[src/rtl/cordic_arbiter.sv]
`default_nettype none
// ============================================================================
//  Module      : cordic_arbiter
//  Description : Shares one CORDIC pipe between NUM_REQ angle requesters.
//                Round-robin grant, one 1-cycle pipe load per grant, tag line
//                that follows each issue through the pipe so the returning
//                x/y result is routed back to the requester that issued it.
//  Ports       : clk, rst              - clock, synchronous active-high reset
//                req_valid/req_angle   - requester side, packed per requester
//                req_ready             - one-hot grant (combinational)
//                pipe_load/pipe_angle  - to pipe data_loaded / angle
//                pipe_x/pipe_y/pipe_done - from pipe results / data_computed
//                rsp_valid/rsp_x/rsp_y - one-hot result strobe and data
//                busy                  - any issue in flight or FSM not idle
//                err_orphan/err_missing - sticky tag/result mismatch flags
//  Revision    : 1.0 - initial release
// ============================================================================
module cordic_arbiter #(
    parameter int NUM_WIDTH    = 24,
    parameter int NUM_REQ      = 4,
    parameter int PIPE_LATENCY = 22,
    parameter int ISSUE_GAP    = 2
) (
    input  logic                         clk,
    input  logic                         rst,
    input  logic [NUM_REQ-1:0]           req_valid,
    input  logic [NUM_REQ*NUM_WIDTH-1:0] req_angle,
    output logic [NUM_REQ-1:0]           req_ready,
    output logic                         pipe_load,
    output logic [NUM_WIDTH-1:0]         pipe_angle,
    input  logic [NUM_WIDTH-1:0]         pipe_x,
    input  logic [NUM_WIDTH-1:0]         pipe_y,
    input  logic                         pipe_done,
    output logic [NUM_REQ-1:0]           rsp_valid,
    output logic [NUM_WIDTH-1:0]         rsp_x,
    output logic [NUM_WIDTH-1:0]         rsp_y,
    output logic                         busy,
    output logic                         err_orphan,
    output logic                         err_missing
);

    localparam int c_ID_W  = (NUM_REQ > 1) ? $clog2(NUM_REQ) : 1;
    localparam int c_GAP_W = $clog2(ISSUE_GAP + 1);

    typedef enum logic [1:0] {
        ST_IDLE  = 2'd0,
        ST_ISSUE = 2'd1,
        ST_GAP   = 2'd2
    } state_t;

    state_t                  r_state;
    state_t                  w_state_nxt;

    logic [c_ID_W-1:0]       r_rr_ptr;
    logic [c_ID_W-1:0]       r_grant_id;
    logic [c_GAP_W-1:0]      r_gap_cnt;
    logic [NUM_WIDTH-1:0]    r_pipe_angle;

    logic [PIPE_LATENCY-1:0] r_tag_vld;
    logic [c_ID_W-1:0]       r_tag_id [PIPE_LATENCY];

    logic [NUM_REQ-1:0]      r_rsp_valid;
    logic [NUM_WIDTH-1:0]    r_rsp_x;
    logic [NUM_WIDTH-1:0]    r_rsp_y;
    logic                    r_err_orphan;
    logic                    r_err_missing;

    logic                    w_found;
    logic [c_ID_W-1:0]       w_grant_id;
    logic [c_ID_W-1:0]       w_idx;
    logic                    w_grant;
    logic                    w_tail_vld;
    logic [c_ID_W-1:0]       w_tail_id;

    // (base + off) mod NUM_REQ without a general divider; off < NUM_REQ.
    function automatic logic [c_ID_W-1:0] f_wrap(input logic [c_ID_W-1:0] base,
                                                 input int off);
        int s;
        s = int'(base) + off;
        if (s >= NUM_REQ) begin
            s = s - NUM_REQ;
        end
        return c_ID_W'(s);
    endfunction

    // ------------------------------------------------------------------------
    // Round-robin search: first valid requester at or after the pointer,
    // wrapping around.
    // ------------------------------------------------------------------------
    always_comb begin
        w_found    = 1'b0;
        w_grant_id = '0;
        w_idx      = '0;
        for (int k = 0; k < NUM_REQ; k++) begin
            w_idx = f_wrap(r_rr_ptr, k);
            if (!w_found && req_valid[w_idx]) begin
                w_found    = 1'b1;
                w_grant_id = w_idx;
            end
        end
    end

    // Gating with rst keeps a requester from seeing a handshake in a cycle
    // whose state update is about to be discarded.
    assign w_grant = (r_state == ST_IDLE) && (r_gap_cnt == '0) && w_found && !rst;

    // ------------------------------------------------------------------------
    // FSM: state register
    // ------------------------------------------------------------------------
    always_ff @(posedge clk) begin
        if (rst) begin
            r_state <= ST_IDLE;
        end else begin
            r_state <= w_state_nxt;
        end
    end

    // ------------------------------------------------------------------------
    // FSM: next state and control outputs
    // ------------------------------------------------------------------------
    always_comb begin
        w_state_nxt = r_state;
        req_ready   = '0;
        pipe_load   = 1'b0;
        case (r_state)
            ST_IDLE: begin
                if (w_grant) begin
                    req_ready   = NUM_REQ'(1) << w_grant_id;
                    w_state_nxt = ST_ISSUE;
                end
            end
            ST_ISSUE: begin
                pipe_load   = 1'b1;
                // With ISSUE_GAP == 1 the gap phase is empty.
                w_state_nxt = (ISSUE_GAP > 1) ? ST_GAP : ST_IDLE;
            end
            ST_GAP: begin
                if (r_gap_cnt <= c_GAP_W'(1)) begin
                    w_state_nxt = ST_IDLE;
                end
            end
            default: begin
                w_state_nxt = ST_IDLE;
            end
        endcase
    end

    // ------------------------------------------------------------------------
    // Issue datapath: angle capture on the handshake, pointer advance on
    // the issue cycle, gap countdown.
    // ------------------------------------------------------------------------
    always_ff @(posedge clk) begin
        if (rst) begin
            r_pipe_angle <= '0;
            r_grant_id   <= '0;
            r_rr_ptr     <= '0;
            r_gap_cnt    <= '0;
        end else begin
            if (w_grant) begin
                r_pipe_angle <= req_angle[w_grant_id*NUM_WIDTH +: NUM_WIDTH];
                r_grant_id   <= w_grant_id;
            end
            if (r_state == ST_ISSUE) begin
                r_rr_ptr  <= f_wrap(r_grant_id, 1);
                r_gap_cnt <= c_GAP_W'(ISSUE_GAP - 1);
            end else if (r_state == ST_GAP && r_gap_cnt != '0) begin
                r_gap_cnt <= r_gap_cnt - c_GAP_W'(1);
            end
        end
    end

    // ------------------------------------------------------------------------
    // Tag line: an entry enters at the end of the issue cycle and sits in
    // the last stage exactly in the cycle the pipe should raise pipe_done.
    // ------------------------------------------------------------------------
    always_ff @(posedge clk) begin
        if (rst) begin
            r_tag_vld <= '0;
            for (int i = 0; i < PIPE_LATENCY; i++) begin
                r_tag_id[i] <= '0;
            end
        end else begin
            r_tag_vld <= {r_tag_vld[PIPE_LATENCY-2:0], (r_state == ST_ISSUE)};
            r_tag_id[0] <= r_grant_id;
            for (int i = 1; i < PIPE_LATENCY; i++) begin
                r_tag_id[i] <= r_tag_id[i-1];
            end
        end
    end

    assign w_tail_vld = r_tag_vld[PIPE_LATENCY-1];
    assign w_tail_id  = r_tag_id[PIPE_LATENCY-1];

    // ------------------------------------------------------------------------
    // Response routing and sticky error flags
    // ------------------------------------------------------------------------
    always_ff @(posedge clk) begin
        if (rst) begin
            r_rsp_valid   <= '0;
            r_rsp_x       <= '0;
            r_rsp_y       <= '0;
            r_err_orphan  <= 1'b0;
            r_err_missing <= 1'b0;
        end else begin
            r_rsp_valid <= '0;
            if (w_tail_vld && pipe_done) begin
                r_rsp_valid <= NUM_REQ'(1) << w_tail_id;
                r_rsp_x     <= pipe_x;
                r_rsp_y     <= pipe_y;
            end
            if (w_tail_vld && !pipe_done) begin
                r_err_missing <= 1'b1;
            end
            if (!w_tail_vld && pipe_done) begin
                r_err_orphan <= 1'b1;
            end
        end
    end

    assign pipe_angle  = r_pipe_angle;
    assign rsp_valid   = r_rsp_valid;
    assign rsp_x       = r_rsp_x;
    assign rsp_y       = r_rsp_y;
    assign err_orphan  = r_err_orphan;
    assign err_missing = r_err_missing;
    assign busy        = (|r_tag_vld) || (r_state != ST_IDLE);

endmodule
`default_nettype wire
[config.mk]
export PLATFORM = sky130hd
export DESIGN_NAME = cordic_arbiter
export DESIGN_NICKNAME = d
export VERILOG_FILES = /design/src/rtl/cordic_arbiter.sv
export SDC_FILE = /design/constraint.sdc
export NUM_CORES = 1
export LEC_CHECK = 0
export CORE_ASPECT_RATIO = 0.5
export CORE_MARGIN = 2
export CORE_UTILIZATION = 40
export CTS_CLUSTER_DIAMETER = 60
export DETAILED_ROUTE_END_ITERATION = 12
export PLACE_DENSITY = 0.85
export SLEW_MARGIN = 15
export SYNTH_ARGS = -nofsm -noshare
export SYNTH_HDL_FRONTEND = slang
export SYNTH_SLANG_ARGS = --single-unit
[constraint.sdc]
create_clock -name clk -period 2.6 [get_ports clk]
set_input_delay 0.52 -clock clk [delete_from_list [all_inputs] [get_ports clk]]
set_output_delay 0.52 -clock clk [all_outputs]
set_load 0.02 [all_outputs]
# Word-level counts from Yosys, hierarchy flattened
# Memories as Yosys holds them, arrays and structs flattened.
# Cells that the tools add are included.
# word_totals
elab_cells,144
in_bits,151
mem_bits_rw,44
mem_count,1
output_inout_bits,84
regBits,108
# memory_table
name,depth,width,read_ports,rd_clocked_by_memory_dff,write_ports,line,text
r_tag_id,22,2,22,0,22,60,logic [c_ID_W-1:0] r_tag_id [PIPE_LATENCY];
# op_classes
n_mul,1
order_cmp,10
n_shift,3
n_eq_ne,4
bitwise_logic,23
n_reduce_logical,26
mux,54
addsub,10
# op_table
cell,count
$shiftx A96 B8 Y24,1
$mux W2,33
$or A1 B1 Y1,22
$reduce_or A22 Y1,1
$mux W1,14
$ge A3 B3 Y1 const B,4
$lt A2 B3 Y1 const B,4
$sub A2 B1 Y2 const B,6
$logic_and A1 B1 Y1,10
$bmux W1 S2,4
$mux W4,2
$shl A1 B2 Y4 const A,2
$add A2 B1 Y3 const B,2
$add A2 B2 Y3 const B,2
$logic_not A1 Y1,6
$pmux W2 S3,1
$reduce_bool A2 Y1,3
$logic_not A2 Y1,2
$mul A2 B2 Y4 const B,1
$ne A2 B2 Y1 const B,2
$reduce_or A2 Y1,2
$ge A2 B3 Y1 const B,1
$eq A2 B1 Y1 const B,1
$eq A2 B2 Y1 const B,1
other kinds (4),4

# Logic depth before layout (Yosys ltp)
# depth
depth_word,18
mapped_depth,8
ltp_nobuf,6

# Worst setup path before layout
# Ideal clock, no wire load.
# synth_timing
kind,input -> output
from,input port req_valid[3]
to,output port req_ready[1]
arrival_ps,1753
path_stages,7
path_slack_ps,327
required_ps,2080
n_path_buf,3
cell_sequence,or2_0 -> and4_1 -> clkbuf_1 -> or2_1 -> buf_6 -> buf_6 -> and3_1
# synth_via
elab_chain_len,16
word_cells_on_any_way,27
classes_between,shift (1); mux (18); reduce/logical (8)
# synth_rtl
element,line,text
from (decl),26,"input logic [NUM_REQ-1:0] req_valid,"
$bmux W1 S2,96,if (!w_found && req_valid[w_idx]) begin
$mux W1 (not written as such),96,
$mux W1,96,
$logic_not A1 Y1,96,
$logic_and A1 B1 Y1,96,
$mux W1,96,
$logic_not A1 Y1,96,
$logic_and A1 B1 Y1,96,
$mux W1,96,
$logic_not A1 Y1,96,
$logic_and A1 B1 Y1,96,
$mux W1,96,
$logic_and A1 B1 Y1 (2 in series),105,assign w_grant = (r_state == ST_IDLE) && (r_gap_cnt == '0) && w_found && !rst;
$mux W4 (*),127,if (w_grant) begin
$mux W4 (*),125,case (r_state)
to (decl),28,"output logic [NUM_REQ-1:0] req_ready,"
# Every way passes the cells marked *; elsewhere a longest branch is shown, timed or not. The select of a mux whose other input is x is not followed.

# Worst setup path in the final report
# layout_timing
from,input port req_valid[3]
to,output port req_ready[3]
# The elaborated chain is that of the path after synthesis.

==> reports/summary.md <==
The worst setup path is launched from an input pin. The logs give 15500 µm for the sum of routed wire length over all layers and 1.70 mW for the net load switching power. After clock tree synthesis, the clock-pin slew on the worst setup and hold paths is 0.06 ns.

The number of antenna violations at the first check in global routing is 0. The number of buffers created by CTS is 17, and the relative slew slack is 59.1%. The cell at the root of the clock tree is clkbuf_16. IR analysis of the VDD net gives a maximum drop of 0.515 mV. The placeable core region was 13700 µm². The count of endpoints failing setup in the final report is 0, and the fraction of synthesized cell area taken by the top area cell type is 53.2%. The largest individual stage delay along the critical path comes from the cell dlygate4sd2_1.

The finished cells cover 8860 µm². In this run the power density over the cells is 689 nW/µm². The async set-or-reset flop fraction in the synthesized netlist is 0%, and the first-pass iteration count of the detailed router is 4. The number of nets in the synthesized netlist is 782.

Of the synthesized area, sequential elements account for 53.2%. The run gives 2.08 ns as the data required time at the worst endpoint. Across the run, the number of max-cap violations was 0. Logic depth of the worst setup path including buffers: 6. The average instance in the mapped netlist occupies 9.09 µm². Buffer and inverter count on the worst path: 2. The Yosys step of the flow raised 0 warnings. The detailed router placed 5292 vias in this run. The site row count was 30; the placed cell area was 8290 µm².

The storage element area was 3040 µm²; the number of remaining DRC errors was 0. In this run the count of I/O pins placed on the die edge is 235. The net count of the finished layout is 1012. The area of the multi-input gates was 2470 µm²; the worst-path maximum fanout was 4. Traced cell by cell, the critical path runs through dlygate4sd2_1 -> or2_1 -> and4b_2 -> or2_1 -> and3_1 -> clkdlybuf4s15_2.

The tools report the total global routing track utilization as 20.6%. The synthesized design contains 0 enable-type register cells. The cell count of the worst reg-to-reg path works out to 9. Of all cell types, the one taking the most synthesized area is dfxtp_1.

The max-slew violation count was 0. The clock reaches the later pin of the worst-skew pair after 0.41 ns. The worst setup path is captured at an output pin.

The run finished with clean final reports. The detail route stage leaves a number of antenna-violating nets equal to 0. Setup repair after global routing left no endpoint under its margin. Counting I/O delays and the setup requirement, the final critical path takes 2.55 ns.

The run gives 273 as the violation count after the first detailed-route iteration. The critical path is of the input pin to output pin type. Leakage power summed over all cells: 3.21 nW.

The share of power burned in registers is 41.7%, and the ratio of cells with drive above 1 in the final layout is 7.81%. The timing-limited maximum frequency came out at 393 MHz. In this run the tool buffered the top-level ports with 234 buffer cells.

By count the netlist is led by dfxtp_1 (152), nand2_1 (125), nor2b_1 (67), a21oi_1 (55). For the worst setup path, the data arrival time is 2.03 ns. The maximum number of buffers from clock root to sink was 2; the post-synthesis instance area was 5720 µm². The post-DP HPWL was 10600 µm; the via count of the first global-routing pass was 5343. Final worst clock skew: 0.0100 ns. The logs give 0 for the total of hold buffers inserted after clock tree synthesis and 629 for the number of cells produced by synthesis. The effective utilization at floorplan was 41.6%.

Counting every sink on the clock net gives 152. The run gives 0 as the final count of hold timing violations. The number of standard cells in the final layout excluding fillers was 1063. The cell with the most instances after synthesis is dfxtp_1. The logs give 4.40 mW for the internal power contribution and 25400 µm for the first-pass GRT wire length. Combinational logic is responsible for 20.8% of the overall power. For the cell count after placement, the log shows 1031. Fraction of power spent switching nets: 27.9%. The die covers 15300 µm². Final hold analysis gives a worst-case slack of 0.437 ns. Power comes to 6.10 mW.

The cell that appears most often on the critical path is or2_1. For this run the aggregate overflow at the end of global routing stands at 0. Fill cells in the final layout number 1101. After synthesis the netlist holds a flip-flop and latch count of 152. Measured along the x axis, the die boundary spans 173 µm. The instance count along the most critical hold path came out at 1. The routability congestion estimate came out at 0.805.

Entering global routing, the biggest net connects 70 pins. The repair_antennas step left the layout with diodes totalling 0. At the pin with the least slew margin, the transition time is 0.613 ns. In this run, the clock network consumes 37.5% of the power. From bottom edge to top edge, the die measures 88.5 µm. The final critical path takes up 97.9% of the cycle. The number of vias per cell is 4.98.

The H-tree was split into 4 levels. Compared with the post-synthesis result, the final layout area differs by 55.0%. Among all flip-flop cells after synthesis, the most frequent one is dfxtp_1. By area the synthesized netlist is led by dfxtp_1 (53%), nand2_1 (8.2%), nor2b_1 (7.3%).

TritonCTS built the clock tree. Worst stage delay on the critical path: 0.27 ns. The distinct cell type count of the synthesized netlist was 41. Wire length per cell after detailed routing: 14.6 µm. The tightest min-delay check is of the flop to flop type. The family with the most delay on the worst path was simple AND/OR/NAND/NOR gates.
-- metal layers --
layer / track usage (%) / routed length [µm]
met5: 0 / 0
met2: 37.9 / 7480
met3: 7.00 / 1140
met1: 22.3 / 6490
met4: 8.78 / 397
-- kinds of logic after synthesis --
kind of cell,after synthesis,synth area share [%]
flip-flops,152,53.2
multiplexers,25,4.38
adder cells (fa/ha/maj),2,0.438
AND/OR/NAND/NOR,263,23.4
AO/OA/AOI/OAI,135,14.4
XOR/XNOR,1,0.153
buffers and inverters,51,3.98
-- worst reg2reg max path: cells and delay by family, from the launching register on --
kind                       cells  cell delay (ns)
and+or+nand+nor                2             0.38
adders and majority gates      1             0.30
DFF                            1             0.33
buffers and inverters          4             0.62
AOI/OAI and AO/OA              2             0.24
-- power groups by stage --
stage / Combinational, mW / Sequential [mW] / Clock, mW
after global placement: 1.23 / 2.59 / 0
final: 1.27 / 2.55 / 2.29
after CTS: 1.27 / 2.54 / 2.34
after floorplan: 0.518 / 2.70 / 0
after global routing: 1.36 / 2.56 / 2.44
after detailed placement: 1.26 / 2.59 / 0
-- what timing repair did --
action	in CTS	in global routing
gates resized for setup	19	3
endpoints found under the setup margin	4	4
hold endpoints to repair	0	0
setup buffers	1	0
-- flip-flops by register name, indices dropped and copies added, names as in the netlist --
signal	cells
r_state	2
pipe_angle	24
err_missing	1
r_gap_cnt	2
r_grant_id	2
r_rr_ptr	2
rsp_x	24
rsp_y	24
r_tag_vld	22
r_tag_id	44
rsp_valid	4
err_orphan	1
-- layout by cell type, fill, tap and decap left out, types with 4 or more instances in the layout --
cell	n
clkdlybuf4s15_2	4
clkdlybuf4s50_1	225
o21ai_0	19
dfxtp_1	152
mux2i_1	25
o21a_1	25
nor3b_1	24
nor2_1	18
inv_1	6
inv_6	6
a21oi_1	55
nor4_1	6
o211ai_1	24
clkbuf_16	17
o21ai_1	6
buf_4	19
nand2b_1	5
nor2b_1	67
nand2_1	124
-- final cells by class --
cell class                 count  area share [%]
sequential                   152            34.4
timing repair buffer         255            28.6
multi-input combinational    426            27.9
clock buffer                  18            4.96
tap                          192            2.71
clock inverter                13            1.24
inverter                       7           0.297
-- per-stage QoR --
| step | setup slack [ns] | setup TNS [ns] | util, % |
|---|---|---|---|
| 2_1_floorplan | 0.327 | 0 | - |
| 3_3_place_gp | -0.381 | -1.48 | 60.4 |
| 3_5_place_dp | -0.446 | -1.76 | 60.4 |
| 4_1_cts | 0.0712 | 0 | 64.5 |
| 5_1_grt | 0.00747 | 0 | 64.5 |
| 6_report | 0.0545 | 0 | 64.5 |
-- path summary, 6_finish.rpt --
| kind | startpoint | endpoint | slack [ns] |
|---|---|---|---|
| max | req_valid[3] | req_ready[3] | 0.05 |
| min | r_tag_id[0][32] | r_tag_id[0][34] | 0.44 |
| max reg2reg | r_gap_cnt[1] | pipe_angle[5] | 0.66 |
| min reg2reg | r_tag_id[0][32] | r_tag_id[0][34] | 0.44 |
(Power assumes the default switching activity.)
